--- config.mk ---
export PLATFORM = sky130hd
export DESIGN_NAME = rng_arbiter
export DESIGN_NICKNAME = d
export VERILOG_FILES = /design/src/rtl/rng_arb_pkg.sv /design/src/rtl/rr_pick.sv /design/src/rtl/rng_arbiter.sv
export SDC_FILE = /design/constraint.sdc
export NUM_CORES = 1
export LEC_CHECK = 0
export CAP_MARGIN = 30
export CORE_MARGIN = 2
export CORE_UTILIZATION = 30
export CTS_CLUSTER_DIAMETER = 200
export DETAILED_ROUTE_END_ITERATION = 6
export GPL_ROUTABILITY_DRIVEN = 0
export GPL_TIMING_DRIVEN = 0
export PLACE_DENSITY = 0.66
export SYNTH_ARGS = -nofsm -noshare
export SYNTH_HDL_FRONTEND = slang
export SYNTH_SLANG_ARGS = --single-unit
--- constraint.sdc ---
create_clock -name clk -period 6.6 [get_ports clk]
set_input_delay 1.32 -clock clk [delete_from_list [all_inputs] [get_ports clk]]
set_output_delay 1.32 -clock clk [all_outputs]
set_load 0.01 [all_outputs]
--- src/rtl/rng_arb_pkg.sv ---
// Shared types and helpers for the RNG sequencer/arbiter.
// Holds the FSM state encoding, the power-up seed and the round-robin pointer step.
package rng_arb_pkg;

    typedef enum logic [1:0] {
        INIT,
        LOAD,
        WARM,
        RUN
    } rng_arb_state_t;

    localparam logic [31:0] SEED_DEFAULT_C = 32'hACE1_ACE1;

    // Index wide enough for the largest supported requester count (16).
    localparam int IDX_W = 4;
    typedef logic [IDX_W-1:0] idx_t;

    function automatic idx_t ptr_next(input idx_t last, input int n_req);
        if (int'(last) >= n_req - 1) begin
            return '0;
        end
        return last + idx_t'(1);
    endfunction

endpackage

--- src/rtl/rr_pick.sv ---
// Circular first-set finder: first candidate at or after start_i, wrapping,
// ignoring bits set in excl_i.
module rr_pick
    import rng_arb_pkg::*;
#(
    parameter int N = 4
) (
    input  logic [N-1:0] req_i,
    input  idx_t         start_i,
    input  logic [N-1:0] excl_i,
    output logic         found_o,
    output idx_t         idx_o
);

    logic [N-1:0] cand;
    logic [N-1:0] rot;
    int           pos;

    assign cand = req_i & ~excl_i;

    // Offsets are walked high to low so the nearest hit to start_i is written last.
    // NOTE: every output and temporary gets a default first so no latch is inferred.
    always_comb begin
        found_o = 1'b0;
        idx_o   = '0;
        pos     = 0;
        rot     = '0;
        for (int k = N - 1; k >= 0; k--) begin
            pos = int'(start_i) + k;
            if (pos >= N) begin
                pos = pos - N;
            end
            rot = cand >> pos;
            if (rot[0]) begin
                found_o = 1'b1;
                idx_o   = idx_t'(pos);
            end
        end
    end

endmodule

--- src/rtl/rng_arbiter.sv ---
// Seed/load sequencer and round-robin distributor for the shared LFSR generator.
// Define RNG_ARB_DUAL_EN to grant rnd1 and rnd2 to two winners per cycle.
module rng_arbiter
    import rng_arb_pkg::*;
#(
    parameter int          DATA_W       = 8,
    parameter int          N_REQ        = 4,
    parameter int          WARMUP       = 4,
    parameter logic [31:0] SEED_DEFAULT = SEED_DEFAULT_C
) (
    input  logic                    clk,
    input  logic                    reset,
    input  logic                    reseed_req,
    input  logic [31:0]             reseed_seed,
    output logic [31:0]             rng_seed,
    output logic                    rng_load,
    input  logic [DATA_W-1:0]       rnd1,
    input  logic [DATA_W-1:0]       rnd2,
    input  logic [N_REQ-1:0]        req,
    output logic [N_REQ-1:0]        gnt,
    output logic [N_REQ*DATA_W-1:0] gnt_data,
    output logic                    ready
);

    localparam int         GD_W      = N_REQ * DATA_W;
    localparam logic [7:0] WARM_LAST = 8'(WARMUP - 1);

    rng_arb_state_t    state_q;
    logic [7:0]        warm_q;
    logic [31:0]       seed_q;
    logic              rng_load_q;
    logic              ready_q;
    idx_t              ptr_q, ptr_d;
    logic [N_REQ-1:0]  gnt_q, gnt_d;
    logic [GD_W-1:0]   gnt_data_q, gnt_data_d;

    logic              arb_en;
    logic              a_found;
    idx_t              a_idx;

    // Grants need RUN on two consecutive edges, so the warm-up discards exactly
    // WARMUP generator words and no grant ever precedes ready.
    assign arb_en = ready_q && (state_q == RUN) && !reseed_req;

    rr_pick #(.N(N_REQ)) u_pick_a (
        .req_i   (req),
        .start_i (ptr_q),
        .excl_i  ('0),
        .found_o (a_found),
        .idx_o   (a_idx)
    );

`ifdef RNG_ARB_DUAL_EN
    logic b_found;
    idx_t b_idx;

    rr_pick #(.N(N_REQ)) u_pick_b (
        .req_i   (req),
        .start_i (ptr_next(a_idx, N_REQ)),
        .excl_i  (N_REQ'(1) << a_idx),
        .found_o (b_found),
        .idx_o   (b_idx)
    );

    always_comb begin
        gnt_d      = '0;
        gnt_data_d = '0;
        ptr_d      = ptr_q;
        if (arb_en && a_found) begin
            gnt_d      = N_REQ'(1) << a_idx;
            gnt_data_d = GD_W'(rnd1) << (int'(a_idx) * DATA_W);
            ptr_d      = ptr_next(a_idx, N_REQ);
            if (b_found) begin
                gnt_d      |= N_REQ'(1) << b_idx;
                gnt_data_d |= GD_W'(rnd2) << (int'(b_idx) * DATA_W);
                ptr_d       = ptr_next(b_idx, N_REQ);
            end
        end
    end
`else
    logic unused_rnd2;
    assign unused_rnd2 = ^rnd2;

    always_comb begin
        gnt_d      = '0;
        gnt_data_d = '0;
        ptr_d      = ptr_q;
        if (arb_en && a_found) begin
            gnt_d      = N_REQ'(1) << a_idx;
            gnt_data_d = GD_W'(rnd1) << (int'(a_idx) * DATA_W);
            ptr_d      = ptr_next(a_idx, N_REQ);
        end
    end
`endif

    // NOTE: sequential state uses non-blocking assignments so every register
    // samples the pre-edge values regardless of statement order.
    always_ff @(posedge clk or negedge reset) begin
        if (!reset) begin
            state_q    <= INIT;
            warm_q     <= '0;
            seed_q     <= SEED_DEFAULT;
            rng_load_q <= 1'b0;
            ready_q    <= 1'b0;
            ptr_q      <= '0;
            gnt_q      <= '0;
            gnt_data_q <= '0;
        end else begin
            rng_load_q <= (state_q == LOAD);
            ready_q    <= (state_q == RUN);
            ptr_q      <= ptr_d;
            gnt_q      <= gnt_d;
            gnt_data_q <= gnt_data_d;
            if (reseed_req && (state_q != INIT)) begin
                seed_q  <= reseed_seed;
                state_q <= LOAD;
            end else begin
                case (state_q)
                    INIT: state_q <= LOAD;
                    LOAD: begin
                        state_q <= WARM;
                        warm_q  <= '0;
                    end
                    WARM: begin
                        if (warm_q == WARM_LAST) begin
                            state_q <= RUN;
                        end else begin
                            warm_q <= warm_q + 8'd1;
                        end
                    end
                    default: state_q <= RUN;
                endcase
            end
        end
    end

    assign rng_seed = seed_q;
    assign rng_load = rng_load_q;
    assign ready    = ready_q;
    assign gnt      = gnt_q;
    assign gnt_data = gnt_data_q;

endmodule

==> results.yml <==
outcome:
  status: "finished clean"
setup_path:
  required_ns: 6.86
  rrSetupSlack_ns: 2.81
  reg2reg_to: "ptr_q[0]"
  cp-start-kind: "register"
  cp_max_fo: 10
  cp-end-kind: "register"
  crit_type: "register to register"
  timing.rr.start: "ptr_q[1]"
  worstPathArrival_ns: 4.06
  ff2ff_path_depth: 16
sta:
  skew_ns: 0.00522
  fin_crit_sh_pct: 57.5
  slew-limit-headroom_pct: 59.6
  finalMaxSlewViolations: 0
  hold_viol: 0
  worst_pin_slew_ns: 0.597
  setup_slack_ns: 2.81
  fin_crit_ns: 3.79
  setup_viol: 0
  rsz0062_at_grt: "no"
  maxClockFrequency_mhz: 264
  finalSetupTns_ns: 0
power_and_ir_drop:
  total_power_mw: 2.17
  power_density_mw_per_mm2: 373
  power.leakage_nw: 2.62
  ir_drop_mv: 0.226
synthesis:
  seq_area_frac_synth_pct: 51.7
  synth_xor_area_share_pct: 1.25
  yosysUniqueCellTypes: 54
  synth_top_area_share_pct: 41.5
  synth-main-ff-cell: "dfrtp_1"
  synth_compound_area_share_pct: 6.98
  synth-simple-area-share_pct: 24.8
  synth_edf_count: 0
  async_reset_ff_share_pct: 100
  synth_top_family_by_area: "simple AND/OR/NAND/NOR gates"
  synth_nets: 467
  synthMuxAreaShare_pct: 3.48
  yosysTopAreaCell: "dfrtp_1"
  synthesis.area_mm2: 0.00410
  synthTopCellsByArea: "dfrtp_1 (41%), nand2_1 (11%), dfstp_2 (10%)"
  synth-seq-cells: 84
  postSynthCellCount: 391
  syn_avg_cell_area_um2: 10.5
  yosysWarnings: 0
  synthAdderAreaFrac_pct: 6.40
clock_network:
  postCtsSetupBuffers: 0
  cts_made_buffers: 9
  cts-root-buf: "clkbuf_16"
  cts_resized: 0
  hold_buffers: 0
  cts.sinks: 84
  clock_path_buffers: 2
  cts_tree: "built"
  htreeDepth: 3
  clk_latency_ns: 0.33
  clk_pin_slew_ns: 0.06
floorplan:
  die_y_um: 121
  dieArea_mm2: 0.0146
  start_util_pct: 30.9
  die_w_um: 121
  ioPinCount: 125
  std_cell_rows: 42
  core_area_mm2: 0.0133
cells_and_area:
  nNetsFinal: 595
  insertedDiodeCount: 0
  drive_gt1_share_pct: 13.2
  fillers: 1263
  area_delta_synth_final_pct: 41.7
global_routing:
  gr-usage-all-layers_pct: 13.7
  grt_first_pass_wirelength_mm: 15.8
  overflow: 0
  grt_pass1_vias: 3211
  antenna_found_initial: 0
  grt_max_degree: 52
route:
  vias: 3240
  wl_mm: 9.91
  drtPass1Iterations: 4
  drc_errors: 0
  ant_nets: 0
  drt_iter0_markers: 155
  vias_per_cell: 4.63
  avgRoutedWirePerCell_um: 14.2
run:
  max-cap-violations: 0
place:
  port_buffers: 116
  place_worst_setup_slack_ns: 2.66
  dp_hpwl_mm: 7.38
worst_hold_path:
  hold_path.class: "register to register"
  worst_hold_path.endpoint: "rng_seed[16]"
  min_path_cells: 2
  holdCritStartpoint: "rng_seed[16]"
## critical path, cell delays in order, from the launching register on
cell and delay [ns]:
dfrtp_1 0.49, ha_1 0.31, a21bo_1 0.25, and2_1 0.16, ha_1 0.18, ha_1 0.23, nor2_1 0.12, nand3_1 0.16
a211oi_1 0.31, o21ai_1 0.16, a22oi_4 0.46, buf_2 0.35, inv_1 0.08, ha_1 0.20, inv_1 0.07, o31ai_1 0.06
mux2i_1 0.13
## flip-flops by register name, summed over array words and instances (netlist names)
name	flops
warm_q	8
rng_load	1
ptr_q	4
gnt_data	32
state_q	2
gnt	4
ready	1
rng_seed	32
## cell usage after synthesis (5+ instances only)
master      n
nor4_1     17
inv_1      19
nor3_1      8
o21ai_0     7
nor4_2     14
mux2i_1     6
a21oi_1     6
nand2_1   115
nor2_1      8
and2_1      5
buf_2       6
dfstp_2    16
buf_6       7
dfrtp_1    68
ha_1       21
clkbuf_1    8
nand3_1     5
## metrics by stage
stage	std cells	cell area, µm²	utilization, %	hold slack, ns
finish	700	5810	43.7	0.457
global route	700	5810	43.7	0.475
CTS	700	5810	43.7	0.462
detailed placement	684	5510	41.4	0.452
global placement	683	5480	41.2	0.446
floorplan	391	4100	-	0.465
## layout by cell type (no fill, tap or decap), types with 3 or more instances in the layout
cell / netlist / routed
nand3_1: 5 / 5
nor3_1: 8 / 8
clkbuf_1: 8 / 12
clkdlybuf4s50_1: 0 / 115
nor4_1: 17 / 17
dfrtp_1: 68 / 68
nor2b_1: 3 / 3
and2_1: 5 / 5
nand2_1: 115 / 115
nor2_1: 8 / 8
mux2i_1: 6 / 6
buf_6: 7 / 7
ha_1: 21 / 21
inv_1: 19 / 19
xor2_1: 3 / 3
clkbuf_16: 0 / 9
nor4_2: 14 / 14
o31ai_1: 3 / 3
or3_1: 4 / 4
buf_2: 6 / 6
a21oi_1: 6 / 6
o21ai_0: 7 / 7
dfstp_2: 16 / 16
## cells by family after synthesis
logic type	count (synthesis)
AO/OA/AOI/OAI	37
XOR/XNOR	5
adder cells (fa/ha/maj)	21
buffers and inverters	41
flip-flops	84
multiplexers	10
AND/OR/NAND/NOR	193
## worst max path at each step
stage / start / to / cells after the start
6_report: ptr_q[1] / ptr_q[0] / 16
5_1_grt: ptr_q[1] / ptr_q[0] / 16
4_1_cts: ptr_q[1] / ptr_q[0] / 16
3_5_place_dp: req[0] / ptr_q[0] / 10
3_3_place_gp: reset / gnt_data[13] / 1
2_1_floorplan: ptr_q[1] / ptr_q[1] / 15
## power breakdown
part	internal, mW	total, mW	switching, mW
Sequential	0.608	0.662	0.0538
Clock	0.331	0.520	0.189
Combinational	0.421	0.985	0.564
## cell type report
class / instances / area [µm²] / share of cell area [%]
flip-flops and latches: 84 / 2120 / 36.5
multi-input cells: 266 / 1760 / 30.3
repair buffers: 117 / 1190 / 20.4
clock buffers: 13 / 240 / 4.13
well taps: 176 / 220 / 3.79
plain buffers: 21 / 139 / 2.39
inverters: 20 / 80.1 / 1.38
clock inverters: 3 / 65.1 / 1.12
## per-layer routing
metal / vias up / part of all wire (%) / global-route usage (%) / wire, µm
met2: 91 / 49 / 23.0 / 4850
met5: - / 0 / 0 / 0
met4: 0 / 0.57 / 2.83 / 56
met1: 1561 / 43 / 16.7 / 4310
li1: 1581 / - / - / -
met3: 7 / 7.1 / 5.40 / 699
Note: power is estimated with default switching activity, not from simulation.
==> edit: new RTL, same flow settings <==
Re-encode `rng_arb_state_t` (4 states) as Gray code, 2 bits wide.
--- a/src/rtl/rng_arb_pkg.sv
+++ b/src/rtl/rng_arb_pkg.sv
@@ -4,8 +4,8 @@
 
     typedef enum logic [1:0] {
-        INIT,
-        LOAD,
-        WARM,
-        RUN
+        INIT = 2'b00,
+        LOAD = 2'b01,
+        WARM = 2'b11,
+        RUN  = 2'b10
     } rng_arb_state_t;
 
Check against the original RTL: same outputs for any inputs over 10 cycles, from zero or initial values and one cycle with reset low; not proved beyond that.
==> edit against the unedited design <==
- global-route usage up 0.20 points
- setup slack got worse by 0.29 ns
- sequential share of layout area increased by 1.2 points
- worst hold slack gained 0.046 ns
- first-iteration DRC count shrank 25%
- final area is 3.2% lower
- highest routed layer unchanged
- critical endpoint unchanged
- routed wire length shrank 6.2%
- non-clock buffer count fell by 7
- area after synthesis decreased by 4.1%
- die area shrank 3.9%
- count of clock-buffer cells in the layout fell by 3
- sequential cell count unchanged
Power is not compared: it rests on default switching activity, and its combinational part moved more than twofold at a synthesized area within 25%.
==> edit: results (changes against the unedited design) <==
GRT
  • Vias in the first global route: 3011 (was 3211)
  • Initial antenna violation count: 0 (unchanged)
  • All-Layer GR Usage: 13.91% (was 13.71%)
  • First-pass GRT wire length: 15530 um (was 15760 um)
  • Largest net degree at the start of global routing: 47 (was 52)

Timing
  • Layout Skew: 0.006820 ns (was 0.005222 ns)
  • Slew headroom: 40.64% (was 59.56%)

Logic synthesis
  • Synthesized Nets: 382 (was 467)
  • Post-synthesis sequential area ratio: 53.91% (was 51.72%)
  • Asr flop ratio synth: 100.0% (unchanged)
  • Yosys warnings: 0 (unchanged)
  • Commonest cells in the netlist: dfrtp_1, mux2_2, nor3_1, nor2_1, nor3_2 (was nand2_1, dfrtp_1, ha_1, inv_1, nor4_1)
  • Top post-synthesis cells by area: dfrtp_1, dfstp_2, mux2_2 (was dfrtp_1, nand2_1, dfstp_2)
  • Unique masters post-synth: 58 (was 54)

Place
  • HPWL Detailed: 6993 um (was 7383 um)
  • I/O Buffers: 115 (was 116)
  • Place WS: 2.328 ns (was 2.664 ns)

Clock tree
  • Clock root buffer: clkbuf_16 (unchanged)
  • Worst-Skew Late Latency: 0.34 ns
  • Clk buf depth: 2 (unchanged)
  • H-tree Lvls: 3 (unchanged)
  • PostCTS Resize Cnt: 0 (unchanged)
  • Post-CTS Setup Bufs: 0 (unchanged)
  • Clock transition at path regs: 0.06 ns (about the same)
  • Cts bufs inserted: 9 (unchanged)

Route
  • First-pass iteration count of the detailed router: 4 (unchanged)
  • Final wirelength: 9294 um (was 9911 um)
  • DR iter-0 viols: 116 (was 155)
  • Routed via count: 2860 (was 3240)

Cells and area
  • Inserted Diodes: 0 (unchanged)
  • Layout cell share with drive strength beyond 1: 25.51% (was 13.17%)
  • Nets: 509 (was 595)

Pwr
  • Sw Ratio: a little under a quarter
  • Leak: ~2.3 nW
  • Worst vdd ir: between 0.1 and 0.15 mV

Status
  • Status: complete, no violations (unchanged)

Setup path
  • Arr. time, crit path: 4.34 ns (was 4.06 ns)
  • Critical Path Fanout Max: 10 (unchanged)

Min path
  • Hold Path Class: register to register (unchanged)
## edit: changes by cell type after synthesis, sizes merged, moves of 4 or more
cell	delta
o21ai	-6
nand2b	+4
ha	-5
or3	-4
nor2	+11
nor4	-31
xnor2	+4
nand2	-103
and2	-4
buf	-4
mux2	+34
inv	-7
nor3	+31
## edit: per-stage QoR
step / cell area [um^2] / instances / utilization, % / hold slack [ns] / power, mW
CTS: 5628 / 615 / 44.24 / 0.5067 / 1.241
detailed placement: 5328 / 599 / 41.88 / 0.4921 / 0.7314
global route: 5628 / 615 / 44.24 / 0.5219 / 1.279
floorplan: 3936 / 311 / - / 0.4825 / 0.6351
finish: 5628 / 615 / 44.24 / 0.5034 / 1.223
global placement: 5303 / 598 / 41.68 / 0.4872 / 0.7247
## edit: final timing paths
kind,depth (start not counted),startpoint,end,slack [ns]
max,17,ptr_q[1],ptr_q[0],2.52
min in group asynchronous,1,reset,gnt_data[15],0.95
min,1,rng_seed[1],rng_seed[1],0.50
max reg2reg,17,ptr_q[1],ptr_q[0],2.52
max in group asynchronous,2,reset,rng_seed[29],4.99
min reg2reg,1,rng_seed[1],rng_seed[1],0.50
## edit: cells by family after synthesis
family	Yosys count	synth area share [%]
buf+inv	28	3.973
compound gates	29	6.644
xor+xnor	10	2.225
mux	42	12.21
fa+ha+maj	16	5.086
flops	84	53.91
simple gates	102	15.96
## edit: metal layers
metal / vias up / share of wire [%] / GRT usage [%]
li1: 1354 / - / -
met1: 1414 / 44 / 17.28
met2: 84 / 49 / 23.02
met3: 8 / 5.5 / 4.054
met4: 0 / 1.2 / 4.836
met5: - / 0 / 0
## edit: final cells by class
class / instances / area [um^2]
clock inverters: 6 / 61.31
multi-input cells: 199 / 1658
clock buffers: 10 / 239.0
inverters: 13 / 51.30
repair buffers: 116 / 1176
well taps: 172 / 215.2
flip-flops and latches: 84 / 2122
plain buffers: 15 / 105.1
fillers: 1236 / 7094
## edit: critical path: stages, from the launching register on
cell and delay, ns:
dfrtp_1 0.40, buf_2 0.21, inv_1 0.13, ha_1 0.21, a21oi_1 0.18, xnor2_1 0.16, inv_1 0.09, ha_1 0.19
ha_1 0.26, and3_2 0.20, o22ai_1 0.29, nor2_1 0.13, a211oi_4 0.60, inv_4 0.16, buf_6 0.21, ha_1 0.21
a311oi_1 0.22, o2bb2ai_1 0.15
## edit: power by group through the flow
stage | sequential (mW) | clock [mW] | combinational (mW)
finish | 0.566 | 0.504 | 0.153
floorplan | 0.585 | 0 | 0.0499
global route | 0.571 | 0.542 | 0.167
CTS | 0.566 | 0.518 | 0.156
detailed placement | 0.576 | 0 | 0.156
global placement | 0.574 | 0 | 0.150
